<file path="src/rtl/debug_state_dumper_pkg.sv">
// Shared definitions for the debug state dumper: widths, frame section sizes
// and the dump FSM state encoding.
package debug_state_dumper_pkg;

  localparam int SIZE          = 32;
  localparam int NUM_REGISTERS = 32;
  localparam int MEM_SIZE      = 64;
  localparam int ADDR_WIDTH    = $clog2(MEM_SIZE);
  localparam int IF_ID_SIZE    = 64;
  localparam int ID_EX_SIZE    = 129;
  localparam int EX_MEM_SIZE   = 78;
  localparam int MEM_WB_SIZE   = 72;

  localparam logic [7:0] HEADER_BYTE = 8'hA5;

  localparam int WORD_BYTES   = SIZE / 8;
  localparam int WORD_SHIFT   = $clog2(WORD_BYTES);
  localparam int PC_BYTES     = WORD_BYTES;
  localparam int REG_BYTES    = NUM_REGISTERS * WORD_BYTES;
  localparam int IF_ID_BYTES  = (IF_ID_SIZE + 7) / 8;
  localparam int ID_EX_BYTES  = (ID_EX_SIZE + 7) / 8;
  localparam int EX_MEM_BYTES = (EX_MEM_SIZE + 7) / 8;
  localparam int MEM_WB_BYTES = (MEM_WB_SIZE + 7) / 8;
  localparam int LATCH_BYTES  = IF_ID_BYTES + ID_EX_BYTES + EX_MEM_BYTES + MEM_WB_BYTES;
  localparam int LATCH_BITS   = LATCH_BYTES * 8;
  localparam int MEM_BYTES    = MEM_SIZE * WORD_BYTES;

  // The byte-in-section counter must reach the largest section's last index.
  localparam int MAX_BYTES = (MEM_BYTES > REG_BYTES)
                             ? ((MEM_BYTES > LATCH_BYTES) ? MEM_BYTES : LATCH_BYTES)
                             : ((REG_BYTES > LATCH_BYTES) ? REG_BYTES : LATCH_BYTES);
  localparam int CNT_W = $clog2(MAX_BYTES);

  typedef enum logic [2:0] {
    ST_IDLE   = 3'd0,
    ST_HEADER = 3'd1,
    ST_PC     = 3'd2,
    ST_REGS   = 3'd3,
    ST_LATCH  = 3'd4,
    ST_MEM    = 3'd5,
    ST_CHECK  = 3'd6
  } dump_state_e;

endpackage

</file>
<file path="src/rtl/debug_state_dumper_byte_select.sv">
// Combinational byte picker: returns byte idx of the PC, register or latch
// snapshot, or of the live memory word, for the given frame section.
module dump_byte_select
  import debug_state_dumper_pkg::*;
(
  input  logic [2:0]                    section,
  input  logic [CNT_W-1:0]              idx,
  input  logic [SIZE-1:0]               pc_snap,
  input  logic [NUM_REGISTERS*SIZE-1:0] regs_snap,
  input  logic [LATCH_BITS-1:0]         latch_snap,
  input  logic [SIZE-1:0]               mem_word,
  output logic [7:0]                    data
);

  localparam int WORD_SEL_W  = $clog2(SIZE);
  localparam int REG_SEL_W   = $clog2(NUM_REGISTERS * SIZE);
  localparam int LATCH_SEL_W = $clog2(LATCH_BITS);

  logic [CNT_W+2:0] bit_off;

  assign bit_off = {idx, 3'b000};

  // Truncating the bit offset to the word width gives the byte-in-word
  // position, which is what the MEM section needs.
  always_comb begin
    data = '0;
    case (section)
      ST_PC:    data = pc_snap[WORD_SEL_W'(bit_off) +: 8];
      ST_REGS:  data = regs_snap[REG_SEL_W'(bit_off) +: 8];
      ST_LATCH: data = latch_snap[LATCH_SEL_W'(bit_off) +: 8];
      ST_MEM:   data = mem_word[WORD_SEL_W'(bit_off) +: 8];
      default:  data = '0;
    endcase
  end

endmodule

</file>
<file path="src/rtl/debug_state_dumper.sv">
// Snapshots PC, registers and pipeline latches on request, then streams them
// plus live data memory as a checksummed frame into the UART TX FIFO.
module debug_state_dumper
  import debug_state_dumper_pkg::*;
(
  input  logic                          clk_to_use,
  input  logic                          i_rst,
  input  logic                          i_dump_req,
  input  logic [SIZE-1:0]               i_pc,
  input  logic [NUM_REGISTERS*SIZE-1:0] i_registers_debug,
  input  logic [IF_ID_SIZE-1:0]         i_IF_ID,
  input  logic [ID_EX_SIZE-1:0]         i_ID_EX,
  input  logic [EX_MEM_SIZE-1:0]        i_EX_MEM,
  input  logic [MEM_WB_SIZE-1:0]        i_MEM_WB,
  input  logic [SIZE-1:0]               i_debug_data,
  input  logic                          i_tx_full,
  output logic [ADDR_WIDTH-1:0]         o_debug_addr,
  output logic                          o_tx_start,
  output logic [7:0]                    o_tx_data,
  output logic                          o_busy,
  output logic                          o_done
);

  dump_state_e                   state, state_nxt;
  logic [CNT_W-1:0]              idx, idx_nxt, last_idx;
  logic [7:0]                    chk, chk_nxt, sel_byte;
  logic                          done_q, done_nxt;
  logic                          push, last_byte;
  logic [SIZE-1:0]               pc_snap;
  logic [NUM_REGISTERS*SIZE-1:0] regs_snap;
  logic [LATCH_BITS-1:0]         latch_snap;
  logic [ID_EX_BYTES*8-1:0]      id_ex_pad;
  logic [EX_MEM_BYTES*8-1:0]     ex_mem_pad;

  assign id_ex_pad  = (ID_EX_BYTES * 8)'(i_ID_EX);
  assign ex_mem_pad = (EX_MEM_BYTES * 8)'(i_EX_MEM);

  always_ff @(posedge clk_to_use or posedge i_rst) begin
    if (i_rst) begin
      pc_snap    <= '0;
      regs_snap  <= '0;
      latch_snap <= '0;
    end else if (state == ST_IDLE && i_dump_req) begin
      pc_snap    <= i_pc;
      regs_snap  <= i_registers_debug;
      latch_snap <= {i_MEM_WB, ex_mem_pad, id_ex_pad, i_IF_ID};
    end
  end

  always_ff @(posedge clk_to_use or posedge i_rst) begin
    if (i_rst) begin
      state  <= ST_IDLE;
      idx    <= '0;
      chk    <= '0;
      done_q <= 1'b0;
    end else begin
      state  <= state_nxt;
      idx    <= idx_nxt;
      chk    <= chk_nxt;
      done_q <= done_nxt;
    end
  end

  dump_byte_select u_sel (
    .section    (state),
    .idx        (idx),
    .pc_snap    (pc_snap),
    .regs_snap  (regs_snap),
    .latch_snap (latch_snap),
    .mem_word   (i_debug_data),
    .data       (sel_byte)
  );

  always_comb begin
    last_idx = '0;
    case (state)
      ST_PC:    last_idx = CNT_W'(PC_BYTES - 1);
      ST_REGS:  last_idx = CNT_W'(REG_BYTES - 1);
      ST_LATCH: last_idx = CNT_W'(LATCH_BYTES - 1);
      ST_MEM:   last_idx = CNT_W'(MEM_BYTES - 1);
      default:  last_idx = '0;
    endcase
  end

  // FIFO push: o_tx_start is high exactly in a sending cycle with i_tx_full=0,
  // and o_tx_data is valid in that same cycle; while full, everything holds.
  assign push      = (state != ST_IDLE) && !i_tx_full;
  assign last_byte = (idx == last_idx);

  always_comb begin
    state_nxt = state;
    idx_nxt   = idx;
    chk_nxt   = chk;
    done_nxt  = 1'b0;
    if (state == ST_IDLE) begin
      if (i_dump_req) begin
        state_nxt = ST_HEADER;
        idx_nxt   = '0;
        chk_nxt   = '0;
      end
    end else if (push) begin
      if (state != ST_HEADER && state != ST_CHECK) chk_nxt = chk ^ sel_byte;
      if (last_byte) begin
        idx_nxt = '0;
        case (state)
          ST_HEADER: state_nxt = ST_PC;
          ST_PC:     state_nxt = ST_REGS;
          ST_REGS:   state_nxt = ST_LATCH;
          ST_LATCH:  state_nxt = ST_MEM;
          ST_MEM:    state_nxt = ST_CHECK;
          default: begin
            state_nxt = ST_IDLE;
            done_nxt  = 1'b1;
          end
        endcase
      end else begin
        idx_nxt = idx + CNT_W'(1);
      end
    end
  end

  always_comb begin
    o_tx_data = '0;
    if (push) begin
      case (state)
        ST_HEADER: o_tx_data = HEADER_BYTE;
        ST_CHECK:  o_tx_data = chk;
        default:   o_tx_data = sel_byte;
      endcase
    end
  end

  assign o_tx_start   = push;
  assign o_busy       = (state != ST_IDLE);
  assign o_done       = done_q;
  assign o_debug_addr = (state == ST_MEM) ? ADDR_WIDTH'(idx >> WORD_SHIFT) : '0;

endmodule
</file>
<file path="config.mk">
export PLATFORM = sky130hd
export DESIGN_NAME = debug_state_dumper
export DESIGN_NICKNAME = d
export VERILOG_FILES = /design/src/rtl/debug_state_dumper_pkg.sv /design/src/rtl/debug_state_dumper_byte_select.sv /design/src/rtl/debug_state_dumper.sv
export SDC_FILE = /design/constraint.sdc
export NUM_CORES = 2
export LEC_CHECK = 0
export CAP_MARGIN = 20
export CELL_PAD_IN_SITES_DETAIL_PLACEMENT = 0
export CELL_PAD_IN_SITES_GLOBAL_PLACEMENT = 1
export CORE_AREA = 2 2 566 568
export CTS_CLUSTER_DIAMETER = 50
export CTS_CLUSTER_SIZE = 8
export DETAILED_ROUTE_END_ITERATION = 8
export DIE_AREA = 0 0 568 570
export GPL_TIMING_DRIVEN = 0
export HOLD_SLACK_MARGIN = 0.12
export PLACE_DENSITY = 0.56
export SKIP_LAST_GASP = 1
export SYNTH_ARGS = -nofsm -noshare
export SYNTH_HDL_FRONTEND = slang
export SYNTH_SLANG_ARGS = --single-unit
export TNS_END_PERCENT = 5
</file>
<file path="constraint.sdc">
create_clock -name clk_to_use -period 41.3 [get_ports clk_to_use]
set_input_delay 4.13 -clock clk_to_use [delete_from_list [all_inputs] [get_ports clk_to_use]]
set_output_delay 4.13 -clock clk_to_use [all_outputs]
set_load 0.02 [all_outputs]
</file>
==> impl_metrics.csv <==
group,metric,value,unit
synthesis,ys_async_sr_fraction,100.0,%
clock_network,cts-htree-levels,4,
clock_network,numCtsBuffers,245,
clock_network,worstSkewPairLatency,0.92,ns
timing,finalClockSkew,0.04186,ns
drt,drt-total-wl,466800,microns
worst_setup_path,cp_num_buf_inv,7,
floorplanning,coreArea,0.3173,sq mm
power_and_ir_drop,seqPwrFrac,30.9,%
final_layout,fin_util,29.85,%
final_layout,drive_gt1_share,11.05,%
timing,hold_viol,0,
worst_setup_path,cp.arrival,8.26,ns
timing,max-slew-margin-rel,18.82,%
worst_setup_path,r2r_setup_slack,34.84,ns
floorplanning,die_x,568,microns
drt,vias,61460,
timing,final_max_slew_viol_count,0,
placement,place_area,0.08670,sq mm
clock_network,cts_tree,"built",
timing,fmax,0.08073,GHz
drt,drt_drc_violations_left,0,
worst_setup_path,r2r_cells,12,
power_and_ir_drop,pwr-share-comb,24.9,%
global_route,grt_usage,28.16,%
worst_setup_path,cp_slowest_cell,"buf_2",
floorplanning,rows,207,
timing,rsz0062_at_grt,"no",
power_and_ir_drop,ir_worst_vdd,0.00003641,V
worst_setup_path,r2r_start,"idx[2]",
timing,post-route-period-util,29.99,%
worst_setup_path,path_class,"register to output pin",
worst_hold_path,hp-class,"register to register",
worst_setup_path,r2r-end,"chk[0]",
drt,firstDrtPassIters,6,
drt,wl_per_cell,35.61,microns
final_layout,final_cell_area,0.09471,sq mm
synthesis,synth_enable_flop_cells,0,
power_and_ir_drop,pwr-share-clk,44.3,%
floorplanning,dieArea,0.3238,sq mm
synthesis,synth_xor_area_share,0.01344,%
drt,route.detailed.vias_per_inst,4.688,
synthesis,synthSimpleGateAreaFrac,25.72,%
synthesis,synth.area.mux_share,14.85,%
timing,setup-violations-final,0,
placement,place.gp.congestion,0.9128,
timing,period_needed,12.39,ns
clock_network,post_cts.repair.setup_buffers,0,
worst_setup_path,critPathMaxFanout,10,
worst_setup_path,crit_chain,"buf_2 > inv_2 > buf_2 > buf_2 > buf_12 > buf_2 > nand2_1 > a32o_1 > a21oi_1 > o211ai_2 > a311oi_1 > clkdlybuf4s50_1",
clock_network,postCtsHoldBufs,0,
job,drv_cap,0,
synthesis,yosys.area.top_type,"dfrtp_1",
synthesis,syn-instance-count,6947,
synthesis,synthAdderAreaFrac,0.03840,%
global_route,grt_overflow,0,
synthesis,ys_seq_area_share,54.49,%
placement,dp_hpwl,378100,microns
power_and_ir_drop,p_sw,1.541,mW
synthesis,synthTopCellsByArea,"dfrtp_1 (54%), nand2_1 (25%), mux4_2 (13%)",
worst_setup_path,cp-endpoint,"o_tx_data[0]",
final_layout,syn_to_final_growth,45.35,%
power_and_ir_drop,p_per_area,47.84,mW/mm^2
placement,port_buffers,1451,
floorplanning,die_height,570,microns
final_layout,layout.cells.non_filler,13110,
floorplanning,ioPinCount,1452,
timing,worstMarginPinSlew,1.218,ns
synthesis,synthDistinctLibCells,66,
power_and_ir_drop,swShare,34.02,%
final_layout,nNetsFinal,10180,
global_route,grt_max_degree,42,
clock_network,cts_root_buf,"clkbuf_16",
worst_setup_path,crit_path_start_kind,"register",
worst_setup_path,crit_path_start,"idx[2]",
drt,drt_iter0_drc,5908,
drt,postRouteAntennaNets,0,
clock_network,clk_path_buf_depth,4,
floorplanning,start_util,20.54,%
synthesis,ys_ff_latch,1419,
synthesis,synth_top_family_by_area,"simple AND/OR/NAND/NOR gates",
clock_network,cts_num_sinks,1419,
global_route,grt_pass1_vias,63400,
power_and_ir_drop,power.leakage,46.32,nW
timing,setup-tns-final,0,ns
clock_network,post_cts_resize_count,0,
global_route,antenna_found_initial,138,
worst_setup_path,cp.required,37.17,ns
power_and_ir_drop,intPower,2.989,mW
synthesis,syn_area,0.06516,sq mm
synthesis,synth_top_flop_cell,"dfrtp_1",
global_route,grt_pass1_wl,603700,microns
synthesis,avgSynthCellArea,9.380,sq um
synthesis,synth-compound-area-share,1.888,%
worst_setup_path,cpMostUsedCell,"buf_2",
final_layout,fillerInstances,33320,
status,status,"completed",
worst_setup_path,crit_cells,12,
synthesis,synth_nets,8384,
placement,place_inst,12670,
clock_network,clkTransAtPathRegs,0.05,ns
worst_setup_path,cp-end-kind,"output pin",
worst_setup_path,cp_top_family,"buffers and inverters",
synthesis,yosys_warnings,0,
worst_setup_path,max_stage_delay,0.99,ns
synthesis,synth.top_cell.area_share,54.49,%
[cell usage after synthesis (6+ instances only)]
master / instances
buf_6: 13
nor2b_1: 6
a31oi_1: 11
nor2_1: 52
mux2i_1: 80
and3_1: 6
buf_4: 25
o21ai_0: 20
nand2_1: 4277
a22oi_1: 19
mux2_2: 24
o22ai_1: 9
nand3_1: 20
dfrtp_1: 1419
mux4_2: 382
a221oi_1: 11
inv_1: 12
a21oi_1: 27
nor3_1: 18
clkbuf_1: 346
o211ai_1: 6
buf_2: 45
buf_1: 12
[cells by family (layout without fill, tap and decap cells)]
family / count (synthesis) / count (layout)
adders and majority gates: 2 / 2
AOI/OAI and AO/OA: 169 / 169
buffers and inverters: 455 / 2388
other: 0 / 49
DFF: 1419 / 1419
xor gates and xnor gates: 1 / 1
and+or+nand+nor: 4415 / 4415
muxes: 486 / 486
[power by group through the flow]
stage	clock (mW)	sequential [mW]	combinational (mW)
after global placement	0	1.43	1.08
after global routing	2.09	1.40	1.15
after detailed placement	0	1.42	1.15
after floorplan	0	1.43	0.297
after CTS	2.03	1.40	1.16
final	2.01	1.40	1.13
[through the flow]
| step | hold slack [ns] | power, mW | setup slack [ns] |
|---|---|---|---|
| after detailed placement | 0.4573 | 2.577 | 29.50 |
| after CTS | 0.4699 | 4.585 | 28.51 |
| final | 0.4639 | 4.531 | 28.91 |
| after global placement | 0.4536 | 2.510 | 7.779 |
| after global routing | 0.4833 | 4.641 | 28.57 |
| after floorplan | 0.4401 | 1.723 | 17.53 |
[area by class of cell]
| cell class | count | area, sq um | share of cell area [%] |
|---|---|---|---|
| repair buffers | 1545 | 16320 | 17.23 |
| clock buffers | 312 | 6703 | 7.077 |
| plain buffers | 441 | 1942 | 2.050 |
| multi-input cells | 5073 | 27710 | 29.25 |
| flip-flops and latches | 1419 | 35510 | 37.49 |
| well taps | 4180 | 5230 | 5.522 |
| clock inverters | 76 | 1125 | 1.188 |
| inverters | 14 | 56.30 | 0.05945 |
| diodes | 49 | 122.6 | 0.1295 |
[worst reg2reg max path: stages (launching register included)]
cell and delay (ns):
dfrtp_1 0.34, buf_2 0.43, inv_2 0.74, buf_2 1.02
buf_2 0.70, buf_12 0.26, buf_2 0.79, nand2_1 0.15
a32o_1 0.37, a21oi_1 0.84, o211ai_2 0.32, and3b_1 0.27
nor3_1 0.16
[registers in the layout (all words and copies together), names as in the netlist]
| register | cells |
|---|---|
| latch_snap | 343 |
| idx | 8 |
| regs_snap | 1024 |
| pc_snap | 32 |
| state | 3 |
| o_done | 1 |
| chk | 8 |
[cells in the final DEF, fill, tap and decap left out, drive strengths merged, types with 4 or more instances in the layout]
cell type	count
bufinv	21
clkdlybuf4s50	1451
o31ai	5
nand3	20
mux2	24
nor3	18
mux4	382
o21ai	22
diode	49
o2111ai	4
nand2b	4
clkinvlp	15
nor2	52
nand4	5
a221oi	11
a21oi	27
or2	8
nor2b	6
a22o	5
o2bb2ai	5
nand2	4277
nor4	5
clkbuf	658
o221ai	5
and3	6
mux2i	80
a31oi	11
o211ai	7
o22ai	9
clkinv	38
a311oi	5
buf	189
dfrtp	1419
a32oi	4
a22oi	19
inv	16
[worst min-delay path by stage]
stage | start | to | slack [ns] | cells past startpoint
6_report | regs_snap[657] | regs_snap[657] | 0.46 | 2
5_1_grt | latch_snap[100] | latch_snap[100] | 0.48 | 2
4_1_cts | regs_snap[949] | regs_snap[949] | 0.47 | 2
3_5_place_dp | regs_snap[179] | regs_snap[179] | 0.46 | 2
3_3_place_gp | regs_snap[34] | regs_snap[34] | 0.45 | 2
2_1_floorplan | latch_snap[218] | latch_snap[218] | 0.44 | 2
[layer usage]
layer	global-route usage (%)	part of all wire, %	vias up
met1	36.40	42	31630
met5	0	0.061	-
met2	46.47	47	3142
li1	-	-	26060
met3	6.571	7.8	588
met4	8.659	3.3	44
No activity file was read; power rests on OpenSTA's default activity.
